`src/rtl/lift_row_seq.sv`:
```
// In-place 1-D LeGall 5/3 lifting sequencer: fetches neighbours and target from a single-port
// row buffer, presents them to the registered lifting engine, and writes the result back.
module lift_row_seq #(
    parameter int W  = 16,
    parameter int N  = 8,
    parameter int AW = 3
) (
    input  logic                clk,
    input  logic                rst_n,
    input  logic                start,
    input  logic                fwd,
    output logic                busy,
    output logic                done,
    output logic [AW-1:0]       mem_addr,
    output logic                mem_rd,
    input  logic [W-1:0]        mem_rdata,
    output logic                mem_we,
    output logic [W-1:0]        mem_wdata,
    output logic signed [W-1:0] l_s,
    output logic signed [W-1:0] r_s,
    output logic signed [W-1:0] s_s,
    output logic                e_o_s,
    output logic                f_i_s,
    input  logic signed [W-1:0] res_s
);

    typedef enum logic [2:0] {IDLE, RD_L, RD_S, RD_R, LATCH, EXEC, WR, FIN} state_t;

    state_t        state_r;
    logic          pass_r;
    logic [AW-1:0] idx_r;
    logic [W-1:0]  l_data_r;
    logic [W-1:0]  s_data_r;

    logic [AW-1:0] last_s;
    logic [AW-1:0] next_idx_s;
    logic [AW-1:0] other_first_s;
    logic [AW-1:0] start_first_s;

    // Symmetric extension: sample 0 mirrors onto 1, sample N-1 mirrors onto N-2.
    function automatic logic [AW-1:0] left_of(input logic [AW-1:0] k);
        if (k == AW'(0)) return AW'(1);
        else             return k - AW'(1);
    endfunction

    function automatic logic [AW-1:0] right_of(input logic [AW-1:0] k);
        if (k == AW'(N-1)) return AW'(N-2);
        else               return k + AW'(1);
    endfunction

    // Index bookkeeping for the current pass and the pass that follows it.
    always_comb begin
        last_s        = e_o_s ? AW'(N-1) : AW'(N-2);
        next_idx_s    = idx_r + AW'(2);
        other_first_s = e_o_s ? AW'(0) : AW'(1);
        start_first_s = fwd ? AW'(1) : AW'(0);
    end

    // Write data is only meaningful while the write strobe is up; the engine result lands that cycle.
    assign mem_wdata = mem_we ? res_s : {W{1'b0}};

    // Row sequencer: six cycles per sample, two passes per row.
    always_ff @(posedge clk or negedge rst_n) begin
        if (!rst_n) begin
            state_r  <= IDLE;
            pass_r   <= 1'b0;
            idx_r    <= {AW{1'b0}};
            l_data_r <= {W{1'b0}};
            s_data_r <= {W{1'b0}};
            busy     <= 1'b0;
            done     <= 1'b0;
            mem_rd   <= 1'b0;
            mem_we   <= 1'b0;
            mem_addr <= {AW{1'b0}};
            l_s      <= {W{1'b0}};
            r_s      <= {W{1'b0}};
            s_s      <= {W{1'b0}};
            e_o_s    <= 1'b0;
            f_i_s    <= 1'b0;
        end else begin
            case (state_r)
                IDLE: begin
                    done <= 1'b0;
                    if (start) begin
                        f_i_s    <= fwd;
                        e_o_s    <= fwd;
                        pass_r   <= 1'b0;
                        idx_r    <= start_first_s;
                        busy     <= 1'b1;
                        mem_rd   <= 1'b1;
                        mem_addr <= left_of(start_first_s);
                        state_r  <= RD_L;
                    end
                end
                RD_L: begin
                    mem_addr <= idx_r;
                    state_r  <= RD_S;
                end
                RD_S: begin
                    l_data_r <= mem_rdata;
                    mem_addr <= right_of(idx_r);
                    state_r  <= RD_R;
                end
                RD_R: begin
                    s_data_r <= mem_rdata;
                    mem_rd   <= 1'b0;
                    state_r  <= LATCH;
                end
                LATCH: begin
                    l_s     <= $signed(l_data_r);
                    s_s     <= $signed(s_data_r);
                    r_s     <= $signed(mem_rdata);
                    state_r <= EXEC;
                end
                EXEC: begin
                    mem_we   <= 1'b1;
                    mem_addr <= idx_r;
                    state_r  <= WR;
                end
                WR: begin
                    mem_we <= 1'b0;
                    if (idx_r != last_s) begin
                        idx_r    <= next_idx_s;
                        mem_rd   <= 1'b1;
                        mem_addr <= left_of(next_idx_s);
                        state_r  <= RD_L;
                    end else if (!pass_r) begin
                        pass_r   <= 1'b1;
                        e_o_s    <= ~e_o_s;
                        idx_r    <= other_first_s;
                        mem_rd   <= 1'b1;
                        mem_addr <= left_of(other_first_s);
                        state_r  <= RD_L;
                    end else begin
                        busy    <= 1'b0;
                        done    <= 1'b1;
                        state_r <= FIN;
                    end
                end
                FIN: begin
                    done    <= 1'b0;
                    state_r <= IDLE;
                end
                default: begin
                    busy    <= 1'b0;
                    done    <= 1'b0;
                    mem_rd  <= 1'b0;
                    mem_we  <= 1'b0;
                    state_r <= IDLE;
                end
            endcase
        end
    end

endmodule

```
`config.mk`:
```
export PLATFORM = sky130hd
export DESIGN_NAME = lift_row_seq
export DESIGN_NICKNAME = d
export VERILOG_FILES = /design/src/rtl/lift_row_seq.sv
export SDC_FILE = /design/constraint.sdc
export NUM_CORES = 1
export LEC_CHECK = 0
export ABC_AREA = 1
export BUFFER_PORTS_ARGS = -buffer_cell sky130_fd_sc_hd__buf_2
export CORE_MARGIN = 1.5
export CORE_UTILIZATION = 25
export CTS_BUF_LIST = sky130_fd_sc_hd__clkbuf_2 sky130_fd_sc_hd__clkbuf_4 sky130_fd_sc_hd__clkbuf_8
export DETAILED_ROUTE_END_ITERATION = 16
export PLACE_DENSITY_LB_ADDON = 0.05
export SLEW_MARGIN = 5
export SYNTH_ARGS = -nofsm -noshare
export SYNTH_HDL_FRONTEND = slang
export SYNTH_SLANG_ARGS = --single-unit
```
`constraint.sdc`:
```
create_clock -name clk -period 1.6 [get_ports clk]
set_input_delay 0.32 -clock clk [delete_from_list [all_inputs] [get_ports clk]]
set_output_delay 0.32 -clock clk [all_outputs]
set_load 0.02 [all_outputs]
```
**Word-level counts from Yosys, hierarchy flattened**

Cells that the tools add are included.

- Add/subtract/negate cells: 5
- Equal/unequal tests: 14
- Mux-type cells: 38
- Bitwise logic cells: 1
- Reduce and logical (&&, ||, !) cells: 19

Operators by type and width:

| operator | count |
|---|---|
| two-way mux 3 bit | 13 |
| one-hot mux 3 bit (8 select lines) | 1 |
| two-way mux 16 bit | 1 |
| equality test 3 bit (second input constant) | 5 |
| two-way mux 1 bit | 15 |
| AND reduction 3 bit | 5 |
| zero test 3 bit | 4 |
| one-hot mux 3 bit (4 select lines) | 1 |
| one-hot mux 1 bit (2 select lines) | 5 |
| != test 2 bit (second input constant) | 4 |
| AND reduction 4 bit | 2 |
| equality test 3 x 2 -> 1 bit (second input constant) | 2 |
| one-hot mux 3 bit (2 select lines) | 1 |
| nonzero test 2 bit | 3 |
| nonzero test 4 bit | 1 |
| OR reduction 2 bit | 2 |
| subtractor 1 x 1 -> 2 bit (second input constant) | 2 |
| adder 3 x 1 -> 3 bit (second input constant) | 1 |
| adder 3 x 2 -> 3 bit (second input constant) | 1 |
| equality test 3 x 1 -> 1 bit (second input constant) | 1 |
| != test 3 bit | 1 |
| != test 3 bit (second input constant) | 1 |
| one-hot mux 1 bit (3 select lines) | 1 |
| nonzero test 3 bit | 1 |
| other kinds (3) | 3 |

- Flip-flop bits (word level): 96
- Input port bits: 36
- Output and inout port bits: 73

**Logic depth before layout (Yosys ltp)**

Gate-level depths: netlist of the first run.

- Depth in word-level cells: 6
- Mapped depth: 11

**Worst setup path after synthesis of the first run**

OpenSTA, ideal clock, no wires.

- Kind: reg2out
- Start point: register mem_we
- End point: output port mem_wdata[10]
- Data arrival time: 1.180 ns
- Data required time: 1.280 ns
- Path slack: 0.100 ns
- Cell stages (with the launch flop): 5
- Path buffers: 2
- Cells stage by stage: dfrtp_1 -> clkbuf_1 -> clkbuf_1 -> nand2_1 -> inv_1

- Cells in the longest elaborated chain, start to end: 1

Ends and longest elaborated chain:

| item | line | source |
|---|---|---|
| from (decl) | 17 | `output logic mem_we,` |
| from (signal assigned) | 73 | `mem_we <= 1'b0;` |
| from (signal assigned) | 116 | `mem_we <= 1'b1;` |
| from (signal assigned) | 121 | `mem_we <= 1'b0;` |
| two-way mux 16 bit | 60 | `assign mem_wdata = mem_we ? res_s : {W{1'b0}};` |
| to (decl) | 18 | `output logic [W-1:0] mem_wdata,` |

No other way between the ends.

**Worst setup path after layout of the first run**

- Start point: register mem_we
- End point: output port mem_wdata[0]

Same word-level chain as after synthesis.

==> flow_metrics.py, run 1 <==
metrics = {
    "detailed_routing": {
        "drt-total-wl_um": 10500,
        "ant_nets": 0,
        "viasPerCell": 4.06,
        "vias": 3246,
        "drt_first_iter_violations": 167,
        "drcViolationCount": 0,
        "first_pass_iters": 5,
        "routedWlPerCell_um": 13.2,
    },
    "logic_synthesis": {
        "synth_nets": 505,
        "synth_flop_cell": "dfrtp_1",
        "synth_area_leaders": "dfrtp_1, nand2_1, o21ai_0",
        "synth-warning-count": 0,
        "synth_edf_count": 0,
        "synth_cell_types": 21,
        "yosysSeqAreaShare": 0.605,
        "postSynthCellCount": 465,
        "synth_commonest_cells": "nand2_1, dfrtp_1, o21ai_0",
        "yosysMostFrequentCell": "nand2_1",
        "avgSynthCellArea_um2": 8.54,
        "synth_top_area_frac": 0.605,
        "syn-cell-area_um2": 3970,
        "yosys.area.top_type": "dfrtp_1",
        "async_flop_share": 1.00,
        "synth_seq_cells": 96,
    },
    "clock_network": {
        "cts.clk_slew.worst_paths_ns": 0.09,
        "clockBufferDepth": 2,
        "clk_latency_ns": 0.37,
        "clockRootBuffer": "clkbuf_8",
        "cts_max_level": 3,
        "cts_made_buffers": 9,
        "tritoncts": "done",
        "cts_sinks": 96,
    },
    "place": {
        "post-place-ws_ns": 0.0725,
        "dpl.cell_count": 780,
        "placed_area_um2": 4840,
        "port_buffers": 108,
        "dp_hpwl_um": 7550,
        "place.gp.congestion": 0.727,
    },
    "pwr": {
        "finalPower_mw": 10.1,
        "comb_power_share": 0.428,
        "p_int_mw": 5.81,
        "powerDensity_nw_per_um2": 1990,
        "p_clk_frac": 0.159,
        "swShare": 0.426,
        "seq_power_share": 0.414,
        "p_sw_mw": 4.31,
        "worst_ir_drop_vdd_v": 0.000605,
        "p_leak_nw": 2.92,
    },
    "run_status": {
        "status": "finished clean",
    },
    "setup_path": {
        "ff2ff_path_depth": 11,
        "worstSetupStartpointType": "flop",
        "worstPathRequired_ns": 1.28,
        "end_kind": "output port",
        "worstPathCellList": "clkbuf_4 > nand2_1 > inv_1 > buf_2",
        "critPathSlowestCell": "dfrtp_2",
        "cp_max_fo": 9,
        "worstSetupPathType": "flop to output port",
        "critical_path_arrival_ns": 1.21,
        "critPathMaxStageDelay_ns": 0.41,
    },
    "timing": {
        "finalSetupTns_ns": 0,
        "maxSlewViolCount": 0,
        "clock_skew_ns": 0.00673,
        "grt_setup_unrepaired": "no",
        "holdWs_ns": 0.186,
        "setup_slack_ns": 0.0671,
        "tightest_slew_ns": 0.352,
        "relSlewSlack": 0.765,
        "final_hold_viol_count": 0,
        "finalSetupViolCount": 0,
        "layout_worst_path_cycle_share": 0.958,
        "fmax_mhz": 652,
        "fin_crit_ns": 1.53,
    },
    "global_route": {
        "grt_pass1_vias": 3088,
        "grt_max_degree": 49,
        "grt_pass1_wl_um": 16200,
        "grt-ovfl-total": 0,
        "antenna_found_initial": 0,
        "grt_use_total": 0.129,
    },
    "finish": {
        "num_antenna_cells": 0,
        "final_cell_area_um2": 5090,
        "fin_nets": 625,
        "fin_cells": 800,
        "layout-area-overhead-vs-synth_pct": 28.1,
        "final_util": 0.331,
        "drive_gt1_frac": 0.260,
        "fillers": 1669,
    },
    "floorplanning": {
        "row_count": 45,
        "die_area_um2": 16700,
        "die_x_um": 129,
        "die_h_um": 129,
        "core_area_um2": 15400,
        "ioPinCount": 109,
        "start_util": 0.258,
    },
    "worst_hold_path": {
        "holdCritPathClass": "input pin to flop",
        "holdPathStages": 3,
    },
    "job": {
        "drv_cap": 0,
    },
}
-- worst paths after layout --
path	endpoint	startpoint	slack, ns
min reg2reg	l_s[12]$_DFFE_PN0P_	l_s[12]$_DFFE_PN0P_	0.47
max	mem_wdata[0]	mem_we$_DFFE_PN0P_	0.07
max in group asynchronous	idx_r[2]$_DFFE_PN0P_	rst_n	0.66
min	s_data_r[15]$_DFFE_PN0P_	mem_rdata[15]	0.19
max reg2reg	mem_addr[0]$_DFFE_PN0P_	idx_r[2]$_DFFE_PN0P_	0.12
min in group asynchronous	s_s[3]$_DFFE_PN0P_	rst_n	0.37
-- routing by layer --
layer  GRT usage  wire [um]
met2       0.209       5110
met3      0.0248        298
met1       0.167       4940
met4      0.0615        201
met5           0          0
-- power groups by stage --
stage | registers (mW) | clock network, mW | logic [mW]
CTS | 4.26 | 1.70 | 4.28
floorplan | 4.86 | 0 | 2.11
global placement | 4.27 | 0 | 4.25
global route | 4.33 | 1.80 | 4.91
detailed placement | 4.30 | 0 | 4.27
finish | 4.19 | 1.61 | 4.33
-- layout by cell type, fill, tap and decap left out, drive strengths merged --
| cell | n |
|---|---|
| a21oi | 4 |
| buf | 126 |
| bufinv | 1 |
| clkbuf | 12 |
| clkinv | 4 |
| dfrtp | 96 |
| dlygate4sd3 | 1 |
| ha | 4 |
| inv | 54 |
| nand2 | 198 |
| nand3 | 15 |
| nand3b | 1 |
| nand4 | 3 |
| nor2 | 12 |
| o211ai | 1 |
| o21ai | 56 |
| o21bai | 1 |
-- cells by family (layout without fill, tap and decap cells) --
kind of cell	after synthesis	count (layout)	share of synthesized area
DFF	96	96	0.605
buffers and inverters	74	198	0.0769
AOI/OAI and AO/OA	62	62	0.0794
and+or+nand+nor	229	229	0.226
adders and majority gates	4	4	0.0126
-- state kept, by name (all words and copies together) (netlist names) --
register and flops:
pass_r 1, s_s 16, idx_r 3, l_data_r 16, l_s 16, mem_rd 1, done 1, e_o_s 1
busy 1, s_data_r 16, r_s 16, state_r 3, mem_we 1, f_i_s 1, mem_addr 3
-- final cells by class --
class | count | area (um2) | area share
flip-flops and latches | 96 | 2410 | 0.473
multi-input cells | 295 | 1270 | 0.251
repair buffers | 128 | 746 | 0.147
well taps | 211 | 264 | 0.0519
inverters | 55 | 208 | 0.0408
clock buffers | 11 | 145 | 0.0285
clock inverters | 4 | 45.0 | 0.00885
-- critical path: cells and delay by family (launching register included) --
family                 cells  cell delay, ns
and+or+nand+nor            1            0.07
buffers and inverters      3            0.37
DFF                        1            0.41
-- timing repair --
item,CTS,global route
buffers inserted,0,4
endpoints found under the setup margin,17,21
gates cloned,0,0
hold buffers,1,0
hold endpoints to repair,16,0
resized for setup,1,5
No activity file was read; power rests on OpenSTA's default activity.
==> inputs of run 2 (changes only) <==
--- a/config.mk
+++ b/config.mk
@@ -7,9 +7,11 @@
 export LEC_CHECK = 0
 export ABC_AREA = 1
 export BUFFER_PORTS_ARGS = -buffer_cell sky130_fd_sc_hd__buf_2
+export CORE_ASPECT_RATIO = 2
 export CORE_MARGIN = 1.5
 export CORE_UTILIZATION = 25
 export CTS_BUF_LIST = sky130_fd_sc_hd__clkbuf_2 sky130_fd_sc_hd__clkbuf_4 sky130_fd_sc_hd__clkbuf_8
+export CTS_CLUSTER_DIAMETER = 150
 export DETAILED_ROUTE_END_ITERATION = 16
 export PLACE_DENSITY_LB_ADDON = 0.05
 export SLEW_MARGIN = 5
==> run 2 against run 1 <==
  * Die area grew 0.28%
  * Critical path depth unchanged
  * Flip-flop and latch count did not move
  * Sequential share of layout area decreased by 0.22 points
  * Worst setup slack better by 0.0064 ns
  * Largest cell class unchanged
  * Register-to-register slack got worse by 0.04 ns
  * Core utilization down 0.52 points
  * Critical endpoint is now mem_wdata[3]
  * Cell area is 0.52% higher
==> flow_metrics.py, run 2 (synthesized netlist as in run 1, its figures left out) <==
metrics = {
    "clock_network": {
        "cts_max_level": 3,
        "clockRootBuffer": "clkbuf_8",
        "cts_made_buffers": 9,
        "tritoncts": "done",
        "clockBufferDepth": 2,
        "cts_sinks": 96,
        "cts.clk_slew.worst_paths_ns": 0.10,
        "clk_latency_ns": 0.37,
    },
    "detailed_routing": {
        "viasPerCell": 4.19,
        "wl_met2_um": 6050,
        "drt_first_iter_violations": 109,
        "drcViolationCount": 0,
        "wl_met1_um": 4370,
        "drt-total-wl_um": 11000,
        "vias": 3316,
        "ant_nets": 0,
        "top_layer_used": "met4",
        "first_pass_iters": 4,
        "wl_met3_um": 417,
        "routedWlPerCell_um": 13.8,
    },
    "setup_path": {
        "worstPathRequired_ns": 1.28,
        "cp_max_fo": 9,
        "worstSetupStartpointType": "flop",
        "worstSetupPathType": "flop to output port",
        "critical_path_arrival_ns": 1.21,
        "end_kind": "output port",
        "rrSetupSlack_ns": 0.08,
    },
    "pwr": {
        "p_leak_nw": 2.92,
        "p_clk_frac": 0.157,
        "seq_power_share": 0.411,
        "powerDensity_nw_per_um2": 1990,
        "finalPower_mw": 10.2,
        "comb_power_share": 0.432,
        "p_sw_mw": 4.50,
        "worst_ir_drop_vdd_v": 0.000645,
        "swShare": 0.441,
        "p_int_mw": 5.70,
    },
    "finish": {
        "drive_gt1_frac": 0.274,
        "fillers": 1707,
        "regArea_um2": 2410,
        "num_antenna_cells": 0,
        "fin_nets": 626,
        "mostFrequentLayoutCells": "nand2_1, buf_2, dfrtp_1, o21ai_0, inv_1",
        "final_cell_area_um2": 5110,
        "multiInputGateArea_um2": 1290,
        "layout-area-overhead-vs-synth_pct": 28.8,
        "mostFrequentLayoutCell": "nand2_1",
    },
    "floorplanning": {
        "core_area_um2": 15700,
        "die_x_um": 92.1,
        "row_count": 65,
        "die_area_um2": 16700,
        "ioPinCount": 109,
        "die_h_um": 181,
        "start_util": 0.253,
    },
    "place": {
        "port_buffers": 108,
        "place.gp.congestion": 0.790,
        "dp_hpwl_um": 8060,
        "placed_area_um2": 4850,
    },
    "run_status": {
        "status": "finished clean",
    },
    "job": {
        "drv_cap": 0,
    },
    "timing": {
        "fin_crit_ns": 1.53,
        "final_hold_viol_count": 0,
        "finalSetupViolCount": 0,
        "layout_worst_path_cycle_share": 0.954,
        "maxSlewViolCount": 0,
        "finalSetupTns_ns": 0,
        "relSlewSlack": 0.706,
        "fmax_mhz": 655,
        "tightest_slew_ns": 0.440,
        "clock_skew_ns": 0.0140,
    },
    "global_route": {
        "grt_max_degree": 46,
        "antenna_found_initial": 0,
        "grt-ovfl-total": 0,
        "grt_use_total": 0.138,
        "grt_pass1_wl_um": 17700,
        "grt_pass1_vias": 3260,
    },
    "worst_hold_path": {
        "holdCritPathClass": "input pin to flop",
    },
}
## run 2: worst paths after layout
path / from / to / cells past startpoint
worst max-delay path: mem_we$_DFFE_PN0P_ / mem_wdata[3] / 4
min in group asynchronous: rst_n / l_s[3]$_DFFE_PN0P_ / 2
worst max register to register: idx_r[1]$_DFFE_PN0P_ / mem_addr[0]$_DFFE_PN0P_ / 9
max in group asynchronous: rst_n / idx_r[1]$_DFFE_PN0P_ / 3
worst min-delay path: mem_rdata[15] / s_data_r[15]$_DFFE_PN0P_ / 3
worst min register to register: s_s[4]$_DFFE_PN0P_ / s_s[4]$_DFFE_PN0P_ / 2
## run 2: cell type report
cell class / instances / share of cell area
Sequential cell: 96 / 0.471
Multi-Input combinational cell: 295 / 0.252
Tap cell: 201 / 0.0492
Timing Repair Buffer: 129 / 0.150
Inverter: 55 / 0.0406
Clock buffer: 10 / 0.0269
Clock inverter: 6 / 0.0108
## run 2: power by group through the flow
stage / Sequential (mW) / Clock [mW] / Combinational, mW
after floorplan: 4.86 / 0 / 2.11
after global routing: 4.34 / 1.77 / 4.98
after CTS: 4.26 / 1.68 / 4.33
after global placement: 4.26 / 0 / 4.29
final: 4.19 / 1.60 / 4.40
after detailed placement: 4.29 / 0 / 4.32
## run 2: repair_timing
item                                    in CTS  in global routing
resized for setup                            1                 13
endpoints found under the setup margin      17                 23
hold buffers                                 1                  0
pin swaps                                    0                  3
buffers inserted                             0                  4
hold endpoints to repair                    25                  0
## run 2: critical path, cell delays in order, from the launching register on
cell      delay (ns)
dfrtp_2         0.41
clkbuf_4        0.18
nand2_1         0.07
inv_1           0.04
buf_2           0.15
## run 2: metal layers
layer  vias up  track usage
met3         6       0.0223
met1      1551        0.159
met5         -            0
met4         0       0.0462
li1       1666            -
met2        93        0.254
## run 2: through the flow
step                utilization  cells  setup slack, ns  hold slack (ns)
global placement          0.309    771           0.0357            0.299
detailed placement        0.309    771           0.0243            0.304
floorplan                     -    465           0.0995           0.0244
global route              0.326    792         -0.00846            0.179
finish                    0.326    792           0.0735            0.189
CTS                       0.322    788         0.000565            0.166
==> inputs of run 3 (changes only) <==
--- a/config.mk
+++ b/config.mk
@@ -13,6 +13,8 @@
 export CTS_BUF_LIST = sky130_fd_sc_hd__clkbuf_2 sky130_fd_sc_hd__clkbuf_4 sky130_fd_sc_hd__clkbuf_8
 export CTS_CLUSTER_DIAMETER = 150
 export DETAILED_ROUTE_END_ITERATION = 16
+export GPL_ROUTABILITY_DRIVEN = 0
+export MAX_ROUTING_LAYER = met4
 export PLACE_DENSITY_LB_ADDON = 0.05
 export SLEW_MARGIN = 5
 export SYNTH_ARGS = -nofsm -noshare
==> run 3 against run 2 <==
  * Clock power hardly changed
  * Sequential power hardly changed
  * Power is 0.15% lower
  * Via count is 0.60% lower
  * Core utilization stayed put
  * Fmax hardly changed
  * Final cell count stayed put
==> flow_metrics.py, run 3 (synthesized netlist as in run 1, its figures left out) <==
metrics = {
    "run_status": {
        "status": "finished clean",
    },
    "setup_path": {
        "rrSetupSlack_ns": 0.09,
        "critPathMaxStageDelay_ns": 0.41,
        "worstPathRequired_ns": 1.28,
        "critical_path_arrival_ns": 1.21,
        "ff2ff_path_depth": 9,
        "r2r-start": "idx_r[1]$_DFFE_PN0P_",
        "end_kind": "output port",
        "worstPathCellList": "clkbuf_4 > nand2_1 > inv_1 > buf_2",
        "crit_family": "flip-flops",
        "path_buf_inv": 3,
        "cp_max_fo": 9,
        "worstSetupStartpointType": "flop",
        "critPathSlowestCell": "dfrtp_2",
        "cp.depth": 4,
        "timing.rr.end": "mem_addr[0]$_DFFE_PN0P_",
        "worstSetupPathType": "flop to output port",
    },
    "worst_hold_path": {
        "hold_end": "s_data_r[15]$_DFFE_PN0P_",
        "hp-start": "mem_rdata[15]",
        "holdCritPathClass": "input pin to flop",
        "holdPathStages": 3,
    },
    "timing": {
        "finalSetupTns_ns": 0,
        "maxSlewViolCount": 0,
        "tightest_slew_ns": 0.448,
        "relSlewSlack": 0.702,
        "finalSetupViolCount": 0,
        "clock_skew_ns": 0.0137,
        "fin_crit_ns": 1.53,
        "holdWs_ns": 0.190,
        "fmax_mhz": 655,
        "layout_worst_path_cycle_share": 0.955,
        "setup_slack_ns": 0.0722,
        "final_hold_viol_count": 0,
    },
    "global_route": {
        "grt_max_degree": 46,
        "grt_pass1_wl_um": 17700,
        "grt-ovfl-total": 0,
        "grt_use_total": 0.142,
        "grt_pass1_vias": 3277,
        "antenna_found_initial": 0,
    },
    "clock_network": {
        "tritoncts": "done",
        "cts_sinks": 96,
        "clk_latency_ns": 0.37,
        "clockBufferDepth": 2,
        "clockRootBuffer": "clkbuf_8",
        "cts.clk_slew.worst_paths_ns": 0.10,
        "cts_made_buffers": 9,
        "cts_max_level": 3,
    },
    "floorplanning": {
        "start_util": 0.253,
        "die_x_um": 92.1,
        "ioPinCount": 109,
        "row_count": 65,
        "die_area_um2": 16700,
        "core_area_um2": 15700,
        "die_h_um": 181,
    },
    "detailed_routing": {
        "viasPerCell": 4.16,
        "drt-total-wl_um": 10900,
        "drt_first_iter_violations": 105,
        "ant_nets": 0,
        "vias": 3296,
        "routedWlPerCell_um": 13.8,
        "drcViolationCount": 0,
        "first_pass_iters": 4,
    },
    "pwr": {
        "finalPower_mw": 10.2,
        "worst_ir_drop_vdd_v": 0.000643,
        "powerDensity_nw_per_um2": 1990,
        "p_leak_nw": 2.92,
    },
    "place": {
        "post-place-ws_ns": 0.0243,
        "dp_hpwl_um": 8060,
        "dpl.cell_count": 771,
        "port_buffers": 108,
        "placed_area_um2": 4850,
    },
    "job": {
        "drv_cap": 0,
    },
    "finish": {
        "final_util": 0.326,
        "fillers": 1710,
        "mostFrequentLayoutCell": "nand2_1",
        "mostFrequentLayoutCells": "nand2_1, buf_2, dfrtp_1, o21ai_0, inv_1",
        "layout-area-overhead-vs-synth_pct": 28.8,
        "num_antenna_cells": 0,
        "fin_nets": 626,
        "fin_cells": 792,
        "final_cell_area_um2": 5110,
        "drive_gt1_frac": 0.274,
    },
}
[run 3: cell counts in the layout (fill, tap and decap cells not counted)]
No cell type changed its count.
[run 3: tightest hold or removal path, delay by kind of cell]
kind | cells | cell delay [ns]
AOI/OAI and AO/OA | 1 | 0.06
buffers and inverters | 1 | 0.09
and+or+nand+nor | 1 | 0.04
[run 3: cell type report]
type / count / area, um2 / area share
Clock inverter: 6 / 55.1 / 0.0108
Sequential cell: 96 / 2410 / 0.471
Inverter: 55 / 208 / 0.0406
Timing Repair Buffer: 129 / 766 / 0.150
Multi-Input combinational cell: 295 / 1290 / 0.252
Tap cell: 201 / 251 / 0.0492
Clock buffer: 10 / 138 / 0.0269
[run 3: worst max-delay path by stage]
| stage | from | end | slack (ns) |
|---|---|---|---|
| 4_1_cts | idx_r[1]$_DFFE_PN0P_ | mem_addr[0]$_DFFE_PN0P_ | 0.0006 |
| 5_1_grt | state_r[1]$_DFFE_PN0N_ | idx_r[1]$_DFFE_PN0P_ | -0.008 |
| 6_report | mem_we$_DFFE_PN0P_ | mem_wdata[3] | 0.07 |
| 3_5_place_dp | idx_r[1]$_DFFE_PN0P_ | mem_addr[0]$_DFFE_PN0P_ | 0.02 |
| 2_1_floorplan | mem_we$_DFFE_PN0P_ | mem_wdata[10] | 0.1 |
| 3_3_place_gp | idx_r[1]$_DFFE_PN0P_ | mem_addr[0]$_DFFE_PN0P_ | 0.04 |
[run 3: power breakdown]
part | switching [mW] | leakage [nW] | internal, mW
combinational | 2.88 | 1.63 | 1.52
sequential | 0.655 | 1.20 | 3.54
clock | 0.952 | 0.100 | 0.646
total | 4.48 | 2.92 | 5.70
[run 3: metal layers]
| metal | global-route usage | vias up | wire length [um] |
|---|---|---|---|
| met5 | - | - | 0 |
| met4 | 0.0462 | 0 | 128 |
| met3 | 0.0223 | 6 | 401 |
| met2 | 0.254 | 91 | 6040 |
| met1 | 0.158 | 1534 | 4370 |
| li1 | - | 1665 | - |
[run 3: what timing repair did]
item                                    CTS  global route
hold buffers                              1             0
endpoints found under the setup margin   17            23
buffers inserted                          0             4
gates resized for setup                   1            13
pin swaps                                 0             3
hold endpoints to repair                 25             0
